**src/rtl/sc1_rom_arbiter.sv**
```systemverilog
// Round-robin arbiter sharing one pipelined program ROM between several sc1 cores.
// Grant one cycle after request; data returns ROM_LATENCY+2 edges after request, one-hot rvalid.
module sc1_rom_arbiter #(
    parameter int NUM_REQ     = 4,
    parameter int ADDR_WIDTH  = 8,
    parameter int DATA_WIDTH  = 32,
    parameter int ROM_LATENCY = 1
) (
    input  logic                          clk,
    input  logic                          reset,
    input  logic [NUM_REQ-1:0]            req,
    input  logic [NUM_REQ*ADDR_WIDTH-1:0] req_addr,
    output logic [NUM_REQ-1:0]            gnt,
    output logic [NUM_REQ-1:0]            rvalid,
    output logic [DATA_WIDTH-1:0]         rdata,
    output logic [ADDR_WIDTH-1:0]         rom_addr,
    input  logic [DATA_WIDTH-1:0]         rom_data,
    output logic                          idle
);

    localparam int IDX_W = (NUM_REQ > 1) ? $clog2(NUM_REQ) : 1;
    typedef logic [IDX_W-1:0] idx_t;

    function automatic logic [NUM_REQ-1:0] onehot(input idx_t i);
        onehot    = '0;
        onehot[i] = 1'b1;
    endfunction

    logic [ADDR_WIDTH-1:0] addr_arr [NUM_REQ];
    logic [NUM_REQ-1:0]    busy;
    logic [NUM_REQ-1:0]    busy_nxt;
    logic [NUM_REQ-1:0]    eligible;
    logic [NUM_REQ-1:0]    gnt_nxt;
    idx_t                  last_grant;
    idx_t                  win;
    logic                  win_vld;
    int                    cand;

    // In-flight reads: stage s is visible in the cycle s+1 after the grant edge.
    logic                  pipe_vld [ROM_LATENCY+1];
    idx_t                  pipe_idx [ROM_LATENCY+1];

    always_comb begin
        for (int i = 0; i < NUM_REQ; i++) begin
            addr_arr[i] = req_addr[i*ADDR_WIDTH +: ADDR_WIDTH];
        end
    end

    assign eligible = req & ~busy;

    // Search starts just after the previous winner so every requester gets a turn.
    always_comb begin
        win_vld = 1'b0;
        win     = last_grant;
        cand    = 0;
        for (int k = 1; k <= NUM_REQ; k++) begin
            cand = (int'(last_grant) + k) % NUM_REQ;
            if (!win_vld && eligible[idx_t'(cand)]) begin
                win_vld = 1'b1;
                win     = idx_t'(cand);
            end
        end
    end

    always_comb begin
        gnt_nxt  = win_vld ? onehot(win) : '0;
        busy_nxt = (busy & ~rvalid) | gnt_nxt;
    end

    always_ff @(posedge clk or posedge reset) begin
        if (reset) begin
            gnt        <= '0;
            busy       <= '0;
            idle       <= 1'b1;
            rom_addr   <= '0;
            last_grant <= idx_t'(NUM_REQ - 1);
        end else begin
            gnt  <= gnt_nxt;
            busy <= busy_nxt;
            idle <= ~|busy_nxt;
            if (win_vld) begin
                rom_addr   <= addr_arr[win];
                last_grant <= win;
            end
        end
    end

    always_ff @(posedge clk or posedge reset) begin
        if (reset) begin
            for (int s = 0; s <= ROM_LATENCY; s++) begin
                pipe_vld[s] <= 1'b0;
                pipe_idx[s] <= '0;
            end
            rvalid <= '0;
            rdata  <= '0;
        end else begin
            pipe_vld[0] <= win_vld;
            pipe_idx[0] <= win;
            for (int s = 1; s <= ROM_LATENCY; s++) begin
                pipe_vld[s] <= pipe_vld[s-1];
                pipe_idx[s] <= pipe_idx[s-1];
            end
            rvalid <= pipe_vld[ROM_LATENCY] ? onehot(pipe_idx[ROM_LATENCY]) : '0;
            if (pipe_vld[ROM_LATENCY]) begin
                rdata <= rom_data;
            end
        end
    end

    gnt_onehot: assert property (@(posedge clk) disable iff (reset) $onehot0(gnt));
    rvalid_onehot: assert property (@(posedge clk) disable iff (reset) $onehot0(rvalid));

endmodule

```
**config.mk**
```make
export PLATFORM = sky130hd
export DESIGN_NAME = sc1_rom_arbiter
export DESIGN_NICKNAME = d
export VERILOG_FILES = /design/src/rtl/sc1_rom_arbiter.sv
export SDC_FILE = /design/constraint.sdc
export NUM_CORES = 1
export LEC_CHECK = 0
export CAP_MARGIN = 10
export CELL_PAD_IN_SITES_DETAIL_PLACEMENT = 0
export CELL_PAD_IN_SITES_GLOBAL_PLACEMENT = 1
export CORE_MARGIN = 2
export CORE_UTILIZATION = 30
export DETAILED_ROUTE_END_ITERATION = 12
export GPL_ROUTABILITY_DRIVEN = 0
export GPL_TIMING_DRIVEN = 0
export PLACE_DENSITY_LB_ADDON = 0.2
export SLEW_MARGIN = 5
export SYNTH_ARGS = -nofsm -noshare
export SYNTH_HDL_FRONTEND = slang
export SYNTH_SLANG_ARGS = --single-unit
```
**constraint.sdc**
```tcl
create_clock -name clk -period 1.9 [get_ports clk]
set_clock_uncertainty 0.1 [all_clocks]
set_input_delay 0.38 -clock clk [delete_from_list [all_inputs] [get_ports clk]]
set_output_delay 0.38 -clock clk [all_outputs]
set_load 0.1 [all_outputs]
```
==> impl_metrics.toml, run 1 <==
[routing]
routed_wire_length_per_instance_um = 16.0
drtPass1Iterations = 4
detail-route-antenna-nets = 0
drt-vias-per-instance = 4.83
via_count = 2516
drtIter0Drc = 72
remaining_drc_errors = 0
detail_route.wirelength_um = 8320

[setup_path]
crit-reg2reg-capture = "rom_addr[0]"
rr_worst_depth = 8
crit_path_end_kind = "register"
timing_worst_setup_path_type = "in2reg"
critPathCapture = "rom_addr[0]"
cp-startpoint = "req[0]"
timing.reg2reg.setup_slack_ns = -0.23
sort_of_element_at_the_start_of_the_critical_path = "primary input"
worst-endpoint-required_ns = 2.01
critPathArrivalTime_ns = 2.26
regToRegStartpoint = "last_grant[0]"
timing.critical_path.fanout_max = 8

[synthesis]
sequential_area_share_after_synthesis_pct = 52.4
number_of_synthesized_flops_with_an_enable_pin = 0
postSynth.asyncResetShare_pct = 100
post_synthesis_cell_count = 245
yosysUniqueCellTypes = 42
syn_warnings = 0
postSynthNetCount = 315
synthesis.area_per_instance_um2 = 11.9
most_used_dff_post_synth = "sky130_fd_sc_hd__dfrtp_1"
combined_area_of_all_synthesized_cells_um2 = 2920
ys_ff_latch = 61

[sta]
final-hold-violation-count = 0
timing.hold.ws_ns = 0.253
relative_slew_slack_pct = 55.1
timing_max_transition_violations_final = 0
final_critical_path_setup_slack_ns = -0.248
rsz0062_at_grt = "yes"
timing.fmax_ghz = 0.466
final.min_clock_period_ns = 2.15
post-route-period-util_pct = 113
count_of_final_setup_violators = 12
actual_slew_at_the_worst_max_slew_pin_ns = 0.672

[global_route]
grt_most_used_layer = "met2"
grt_start_max_net_pins = 33
groute.layer.met1.usage_pct = 21.4
antenna_found_initial = 0
via_count_of_the_first_global_routing_pass = 2502
grt_overflow_total = 0
globalRouteMet2Util_pct = 27.7
grt_first_pass_wirelength_um = 13200
total_global_routing_track_utilization_pct = 16.7
use_met3_pct = 5.08

[place]
numPortBuffers = 118
placed_cells = 497
dp.final_hpwl_um = 5750
dpl-instance-area_um2 = 4290

[run_status]
failed_checks = "setup timing"
outcome = "complete, but fails checks"

[floorplanning]
core_area_um2 = 9590
initial_core_util_pct = 30.4
die_x_um = 103
placement_rows = 36
floorplan.die.height_um = 103
io_pins = 119
die_area_um2 = 10500

[cts]
ctsRootBufferMaster = "sky130_fd_sc_hd__clkbuf_8"
hold_buffer_count_at_cts = 0
path_clk_slew_ns = 0.07
clk-insertion-delay-late_ns = 0.33
cts_tree = "built"
clock-sinks = 61
cts_max_path_buffers = 2
htree_levels = 3
cts_made_buffers = 9

[final_layout]
num_antenna_cells = 0
final_nets = 453
post_route_cells_drive_above_1_share_pct = 36.9
final-instance-count-excl-fill = 521
finalInstanceArea_um2 = 4730
fillerInstances = 896
area_growth_synth_to_finish_pct = 62.1
postLayoutCoreUtil_pct = 49.3

[min_path]
min_path_type = "reg2reg"

[job]
timing.max_cap.violations = 0
-- cell families after synthesis --
group	after synthesis	share of synthesized area (%)
AO/OA/AOI/OAI	62	16.7
AND/OR/NAND/NOR	64	12.5
flip-flops	61	52.4
buffers and inverters	18	3.30
multiplexers	40	15.1
-- flip-flops by register name, summed over array words and instances, names as in the netlist --
name        count
busy            4
gnt             4
idle            1
last_grant      2
pipe_idx        4
pipe_vld        2
rdata          32
rom_addr        8
rvalid          4
-- repair_timing --
item                       4_1_cts  5_1_grt
setup buffers                    7        1
cloned                           0        1
pin swaps                        3        2
gates resized for setup        172        9
setup endpoints to repair       66       42
-- area by class of cell --
cell class                 count  area (µm²)  area share [%]
sequential                    61        1530            32.3
multi-input combinational    166        1390            29.3
timing repair buffer         128        1360            28.8
tap                          133         166            3.52
clock buffer                  12         135            2.86
buffer                        14         108            2.27
clock inverter                 4        26.3           0.555
inverter                       3        15.0           0.317
-- Yosys cell counts, types with 2 or more instances --
master / instances / share of area, %
sky130_fd_sc_hd__a21oi_1: 17 / 2.9
sky130_fd_sc_hd__a211o_1: 2 / 0.60
sky130_fd_sc_hd__a22oi_1: 8 / 2.1
sky130_fd_sc_hd__o41a_1: 8 / 3.1
sky130_fd_sc_hd__buf_2: 5 / 0.86
sky130_fd_sc_hd__nor3_1: 2 / 0.34
sky130_fd_sc_hd__nand2_1: 4 / 0.51
sky130_fd_sc_hd__a22o_1: 2 / 0.60
sky130_fd_sc_hd__buf_6: 2 / 0.77
sky130_fd_sc_hd__dfrtp_1: 58 / 50
sky130_fd_sc_hd__a221oi_2: 3 / 1.5
sky130_fd_sc_hd__nor2b_1: 19 / 4.1
sky130_fd_sc_hd__inv_1: 2 / 0.26
sky130_fd_sc_hd__buf_4: 2 / 0.51
sky130_fd_sc_hd__a221oi_1: 6 / 1.8
sky130_fd_sc_hd__nand4_1: 2 / 0.43
sky130_fd_sc_hd__nand3_1: 2 / 0.34
sky130_fd_sc_hd__buf_1: 3 / 0.39
sky130_fd_sc_hd__dfstp_2: 3 / 2.7
sky130_fd_sc_hd__o21ai_0: 8 / 1.4
sky130_fd_sc_hd__nor3b_1: 4 / 1.0
sky130_fd_sc_hd__nand2b_1: 8 / 1.7
sky130_fd_sc_hd__mux2_2: 32 / 12
sky130_fd_sc_hd__mux2i_1: 8 / 2.7
sky130_fd_sc_hd__nor2_1: 16 / 2.1
sky130_fd_sc_hd__clkbuf_1: 3 / 0.39
-- layer usage --
layer,share of wire (%),wire (µm)
met1,42,3470
met4,1.2,97
met3,6.6,550
met5,0,0
met2,50,4200
-- stage by stage --
step                worst slack, ns  TNS, ns
global route                 -0.347    -3.48
floorplan                    -0.141   -0.961
finish                       -0.248    -2.01
CTS                          -0.243    -1.86
detailed placement           -0.888   -15.26
global placement             -0.906   -20.94
-- cells in the final DEF, fill, tap and decap left out, types with 4 or more instances in the layout --
master,count
sky130_fd_sc_hd__buf_4,8
sky130_fd_sc_hd__a221oi_1,6
sky130_fd_sc_hd__a22oi_1,5
sky130_fd_sc_hd__clkbuf_8,10
sky130_fd_sc_hd__mux2_2,32
sky130_fd_sc_hd__a21oi_1,17
sky130_fd_sc_hd__clkbuf_1,4
sky130_fd_sc_hd__clkdlybuf4s50_1,67
sky130_fd_sc_hd__clkdlybuf4s15_2,48
sky130_fd_sc_hd__nor3b_1,4
sky130_fd_sc_hd__nor2_1,15
sky130_fd_sc_hd__dfrtp_1,58
sky130_fd_sc_hd__nand2b_1,6
sky130_fd_sc_hd__clkbuf_2,4
sky130_fd_sc_hd__o21ai_0,7
sky130_fd_sc_hd__mux2i_1,8
sky130_fd_sc_hd__o41a_1,8
sky130_fd_sc_hd__nand2_1,4
sky130_fd_sc_hd__nor2b_1,18
-- how the worst min path moves through the flow --
stage	startpoint	endpoint	slack, ns	cells after the start
CTS	pipe_idx[2]	pipe_idx[0]	0.26	0
floorplan	pipe_idx[2]	pipe_idx[0]	0.23	0
global placement	pipe_idx[2]	pipe_idx[0]	0.23	0
finish	pipe_idx[2]	pipe_idx[0]	0.25	0
global route	pipe_vld[1]	pipe_vld[0]	0.27	0
detailed placement	pipe_idx[3]	pipe_idx[1]	0.24	0
-- critical path, stage by stage --
cell                              delay [ns]
sky130_fd_sc_hd__clkdlybuf4s50_1        0.50
sky130_fd_sc_hd__nand2b_1               0.06
sky130_fd_sc_hd__buf_2                  0.16
sky130_fd_sc_hd__a31o_1                 0.24
sky130_fd_sc_hd__a221oi_4               0.29
sky130_fd_sc_hd__buf_12                 0.16
sky130_fd_sc_hd__nor2b_1                0.05
sky130_fd_sc_hd__o41a_1                 0.41
Power of run 1 is left out: the tool's default activity adds up to more than one toggle a clock period on the data nets, which glitch-free logic cannot reach.
==> run 2: changes to the inputs <==
--- a/config.mk
+++ b/config.mk
@@ -8,8 +8,9 @@
 export CAP_MARGIN = 10
 export CELL_PAD_IN_SITES_DETAIL_PLACEMENT = 0
 export CELL_PAD_IN_SITES_GLOBAL_PLACEMENT = 1
+export CORE_ASPECT_RATIO = 1.5
 export CORE_MARGIN = 2
-export CORE_UTILIZATION = 30
+export CORE_UTILIZATION = 33
 export DETAILED_ROUTE_END_ITERATION = 12
 export GPL_ROUTABILITY_DRIVEN = 0
 export GPL_TIMING_DRIVEN = 0
==> constraint.sdc (replaced) <==
create_clock -name clk -period 2.4 [get_ports clk]
set_clock_uncertainty 0.1 [all_clocks]
set_input_delay 0.48 -clock clk [delete_from_list [all_inputs] [get_ports clk]]
set_output_delay 0.48 -clock clk [all_outputs]
set_load 0.1 [all_outputs]
==> run 2 against run 1 <==
The run now ends clean. Core utilization grew 5.2 points. Global-route usage up 0.30 points. Critical path depth is 7 lower. Cell area up 0.42%. Worst hold slack worse by 0.0065 ns. Critical path type is now reg2out. Highest routed layer unchanged.
==> impl_metrics.toml, run 2 (synthesized netlist as in run 1, its figures left out) <==
[setup_path]
critPathCapture = "rdata[9]"
crit-reg2reg-capture = "rom_addr[0]"
path_buf_inv = 1
worst_path_max_delay_cell = "sky130_fd_sc_hd__clkdlybuf4s50_1"
critPathArrivalTime_ns = 1.79
timing.reg2reg.setup_slack_ns = 0.11
sort_of_element_at_the_start_of_the_critical_path = "register"
cp-startpoint = "rdata[9]"
crit_path_end_kind = "output pin"
rr_worst_depth = 8
timing.critical_path.fanout_max = 2
slowest_delay_ns = 1.14
regToRegStartpoint = "last_grant[0]"
critical-path-top-delay-family = "buffers and inverters"
timing_worst_setup_path_type = "reg2out"
crit_path_cell_trace = "clkdlybuf4s50_1"
path_depth = 1
worst-endpoint-required_ns = 1.82

[cts]
path_clk_slew_ns = 0.05
cts_tree = "built"
ctsRootBufferMaster = "sky130_fd_sc_hd__clkbuf_16"
clock-sinks = 61
clk-insertion-delay-late_ns = 0.32
cts_made_buffers = 9
htree_levels = 3
cts_max_path_buffers = 2

[sta]
count_of_final_setup_violators = 0
relative_slew_slack_pct = 33.5
rsz0062_at_grt = "no"
final-hold-violation-count = 0
timing_max_transition_violations_final = 0
actual_slew_at_the_worst_max_slew_pin_ns = 0.996
timing.hold.ws_ns = 0.246
timing.fmax_ghz = 0.421
post-route-period-util_pct = 99.0
final.min_clock_period_ns = 2.37

[floorplanning]
initial_core_util_pct = 33.5
die_area_um2 = 9630
core_area_um2 = 8720
io_pins = 119
floorplan.die.height_um = 119
placement_rows = 42
die_x_um = 80.8

[final_layout]
registers_with_the_most_flip_flops = "rdata: 32 flops, rom_addr: 8 flops"
post_route_cells_drive_above_1_share_pct = 22.4
fillerInstances = 812
area_growth_synth_to_finish_pct = 62.8
num_antenna_cells = 0
final_nets = 449
registers.top_by_ff_count = "rdata"
multi_input_logic_area_um2 = 1390
register_area_um2 = 1530
final_cell_mix = "sky130_fd_sc_hd__clkdlybuf4s50_1 (73), sky130_fd_sc_hd__dfrtp_1 (58), sky130_fd_sc_hd__dlymetal6s2s_1 (33)"
largest_register_ffs = 32
layout.cells.most_common = "sky130_fd_sc_hd__clkdlybuf4s50_1"

[job]
timing.max_cap.violations = 0

[place]
numPortBuffers = 118
dp.final_hpwl_um = 5590

[routing]
detail-route-antenna-nets = 0
drtPass1Iterations = 4
drtIter0Drc = 131
via_count = 2521
detail_route.wirelength_um = 8010
drt-vias-per-instance = 5.10
routed_wire_length_per_instance_um = 16.2
remaining_drc_errors = 0

[global_route]
via_count_of_the_first_global_routing_pass = 2572
grt_start_max_net_pins = 62
antenna_found_initial = 0
grt_overflow_total = 0
grt_first_pass_wirelength_um = 12500
total_global_routing_track_utilization_pct = 17.0

[min_path]
min_path_type = "reg2reg"

[run_status]
outcome = "completed"
run 2: how the worst min path moves through the flow:
stage	startpoint	to	slack [ns]	depth (start not counted)
floorplan	pipe_idx[2]	pipe_idx[0]	0.23	0
global placement	pipe_vld[1]	pipe_vld[0]	0.23	0
detailed placement	pipe_vld[1]	pipe_vld[0]	0.23	0
CTS	pipe_idx[2]	pipe_idx[0]	0.25	0
global route	pipe_vld[1]	pipe_vld[0]	0.25	0
finish	pipe_idx[2]	pipe_idx[0]	0.25	0
run 2: what timing repair did:
item | in CTS | in global routing
pin swaps | 1 | 4
setup buffers | 1 | 3
hold buffers | 0 | 0
resized for setup | 21 | 49
cloned | 0 | 1
setup endpoints to repair | 24 | 45
run 2: layout make-up:
cell class / instances / area share (%)
Buffer: 15 / 2.08
Tap cell: 110 / 2.90
Clock buffer: 10 / 4.82
Inverter: 3 / 0.290
Timing Repair Buffer: 122 / 27.2
Multi-Input combinational cell: 167 / 29.2
Sequential cell: 61 / 32.2
Clock inverter: 6 / 1.34
run 2: per-layer routing:
layer	wire (µm)	vias to the layer above	global-route usage (%)	part of all wire [%]
met5	0	-	0	0
met4	143	0	7.20	1.8
met3	566	14	4.92	7.1
met2	4110	100	28.6	51
met1	3190	1222	19.8	40
li1	-	1185	-	-
run 2: stage by stage:
stage | setup TNS (ns) | cell area [µm²] | instances | setup WS (ns) | util, %
floorplan | 0 | 2920 | 245 | 0.305 | -
global placement | -58.76 | 4240 | 473 | -0.895 | 48.6
detailed placement | -6.75 | 4240 | 473 | -0.554 | 48.6
CTS | 0 | 4580 | 490 | 0.000204 | 52.5
global route | 0 | 4750 | 494 | 0.000338 | 54.5
finish | 0 | 4750 | 494 | 0.0252 | 54.5
Power of run 2 is left out for the same reason.
==> run 3: changes to the inputs <==
--- a/config.mk
+++ b/config.mk
@@ -5,16 +5,16 @@
 export SDC_FILE = /design/constraint.sdc
 export NUM_CORES = 1
 export LEC_CHECK = 0
-export CAP_MARGIN = 10
 export CELL_PAD_IN_SITES_DETAIL_PLACEMENT = 0
 export CELL_PAD_IN_SITES_GLOBAL_PLACEMENT = 1
 export CORE_ASPECT_RATIO = 1.5
 export CORE_MARGIN = 2
-export CORE_UTILIZATION = 33
+export CORE_UTILIZATION = 48
 export DETAILED_ROUTE_END_ITERATION = 12
+export DONT_BUFFER_PORTS = 1
 export GPL_ROUTABILITY_DRIVEN = 0
 export GPL_TIMING_DRIVEN = 0
-export PLACE_DENSITY_LB_ADDON = 0.2
+export PLACE_DENSITY = 0.77
 export SLEW_MARGIN = 5
 export SYNTH_ARGS = -nofsm -noshare
 export SYNTH_HDL_FRONTEND = slang
==> run 3 against run 2 <==
Core utilization grew 1.2 points. Sequential cell count is the same. Global-route usage grew 2.5 points. Via count shrank 20%. Fmax grew 4.5%. Critical path depth grew 7. Non-clock buffer count shrank 120.
==> impl_metrics.toml, run 3 (synthesized netlist as in run 1, its figures left out) <==
[run_status]
outcome = "completed"

[routing]
via_count = 2011
drtPass1Iterations = 5
detail_route.wirelength_um = 6290
routed_wire_length_per_instance_um = 18.8
remaining_drc_errors = 0
drtIter0Drc = 114
detail-route-antenna-nets = 0
drt-vias-per-instance = 6.00

[floorplanning]
core_area_um2 = 5830
placement_rows = 34
die_area_um2 = 6730
die_x_um = 67.7
floorplan.die.height_um = 99.5
initial_core_util_pct = 50.1
io_pins = 119

[setup_path]
critPathArrivalTime_ns = 2.39
worst_path_max_delay_cell = "sky130_fd_sc_hd__dfstp_2"
slowest_delay_ns = 0.53
rr_worst_depth = 8
timing_worst_setup_path_type = "reg2reg"
sort_of_element_at_the_start_of_the_critical_path = "register"
worst-endpoint-required_ns = 2.52
timing.critical_path.fanout_max = 10
crit_path_end_kind = "register"
crit_path_cell_trace = "buf_4 -> nor2_1 -> a22o_1 -> a31o_4 -> buf_6 -> a221oi_2 -> a21oi_1 -> o41a_1"

[final_layout]
post_route_cells_drive_above_1_share_pct = 27.8
registers.top_by_ff_count = "rdata"
area_growth_synth_to_finish_pct = 11.1
num_antenna_cells = 0
largest_register_ffs = 32
postLayoutCoreUtil_pct = 55.6
layout.cells.most_common = "sky130_fd_sc_hd__dfrtp_1"
final_nets = 328
final_cell_mix = "sky130_fd_sc_hd__dfrtp_1 (58), sky130_fd_sc_hd__mux2_2 (32), sky130_fd_sc_hd__nor2b_1 (19)"
registers_with_the_most_flip_flops = "rdata: 32 flops, rom_addr: 8 flops"

[min_path]
min_path_type = "in2reg"
hold_path_depth = 1

[sta]
actual_slew_at_the_worst_max_slew_pin_ns = 0.939
count_of_final_setup_violators = 0
final.min_clock_period_ns = 2.27
rsz0062_at_grt = "no"
relative_slew_slack_pct = 37.4
timing.fmax_ghz = 0.440
post-route-period-util_pct = 94.6
timing_max_transition_violations_final = 0
final-hold-violation-count = 0

[cts]
cts_tree = "built"
ctsRootBufferMaster = "sky130_fd_sc_hd__clkbuf_8"
cts_max_path_buffers = 2
clock-sinks = 61
htree_levels = 3
path_clk_slew_ns = 0.08
clk-insertion-delay-late_ns = 0.33
cts_made_buffers = 9

[place]
numPortBuffers = 0
dp.final_hpwl_um = 4650

[job]
timing.max_cap.violations = 0

[global_route]
grt_start_max_net_pins = 44
grt_overflow_total = 0
grt_first_pass_wirelength_um = 9800
total_global_routing_track_utilization_pct = 19.5
antenna_found_initial = 0
via_count_of_the_first_global_routing_pass = 1988
-- run 3: changes by cell type in the layout (fill, tap and decap cells not counted), moves of 5 or more --
| cell | before | now |
|---|---|---|
| sky130_fd_sc_hd__buf_4 | 7 | 2 |
| sky130_fd_sc_hd__clkbuf_16 | 9 | 0 |
| sky130_fd_sc_hd__clkbuf_8 | 0 | 10 |
| sky130_fd_sc_hd__clkdlybuf4s50_1 | 73 | 0 |
| sky130_fd_sc_hd__dlygate4sd2_1 | 12 | 0 |
| sky130_fd_sc_hd__dlymetal6s2s_1 | 33 | 0 |
-- run 3: worst paths after layout --
| check | start | end | slack, ns |
|---|---|---|---|
| max reg2reg | last_grant[0] | rom_addr[0] | 0.13 |
| max in group asynchronous | reset | last_grant[1] | 1.03 |
| min reg2reg | pipe_idx[2] | pipe_idx[0] | 0.24 |
| max | last_grant[0] | rom_addr[0] | 0.13 |
| min in group asynchronous | reset | rom_addr[3] | 0.53 |
| min | rom_data[9] | rdata[9] | 0.20 |
-- run 3: critical path: cells and delay by family, from the launching register on --
family	cells	cell delay, ns
simple gates	1	0.06
buf+inv	2	0.33
compound gates	5	1.12
flops	1	0.53
-- run 3: per-stage QoR --
stage / setup WS (ns) / TNS (ns) / hold WS (ns) / cell area, µm² / instances
2_1_floorplan: 0.305 / 0 / 0.231 / 2920 / 245
3_3_place_gp: -0.336 / -20.10 / 0.232 / 3010 / 317
3_5_place_dp: -0.0856 / -0.653 / 0.235 / 3030 / 318
4_1_cts: 0.0806 / 0 / 0.189 / 3230 / 335
5_1_grt: 0.00304 / 0 / 0.178 / 3240 / 335
6_report: 0.129 / 0 / 0.199 / 3240 / 335
-- run 3: what timing repair did --
action,CTS,global route
hold endpoints to repair,17,0
buffers inserted,0,0
hold buffers,1,0
gates resized for setup,2,5
endpoints found under the setup margin,10,10
-- run 3: routing by layer --
metal	vias to the layer above	track usage, %	routed length (µm)
li1	931	-	-
met1	959	23.8	2460
met2	113	32.1	3200
met3	8	4.52	533
met4	0	9.11	97
met5	-	0	0
-- run 3: final cells by class --
type,count,area (µm²)
clock inverters,4,33.8
repair buffers,2,30.0
inverters,3,11.3
multi-input cells,166,1320
well taps,72,90.1
flip-flops and latches,61,1530
plain buffers,15,87.6
clock buffers,12,145
fillers,520,2580
Power of run 3 is left out for the same reason.
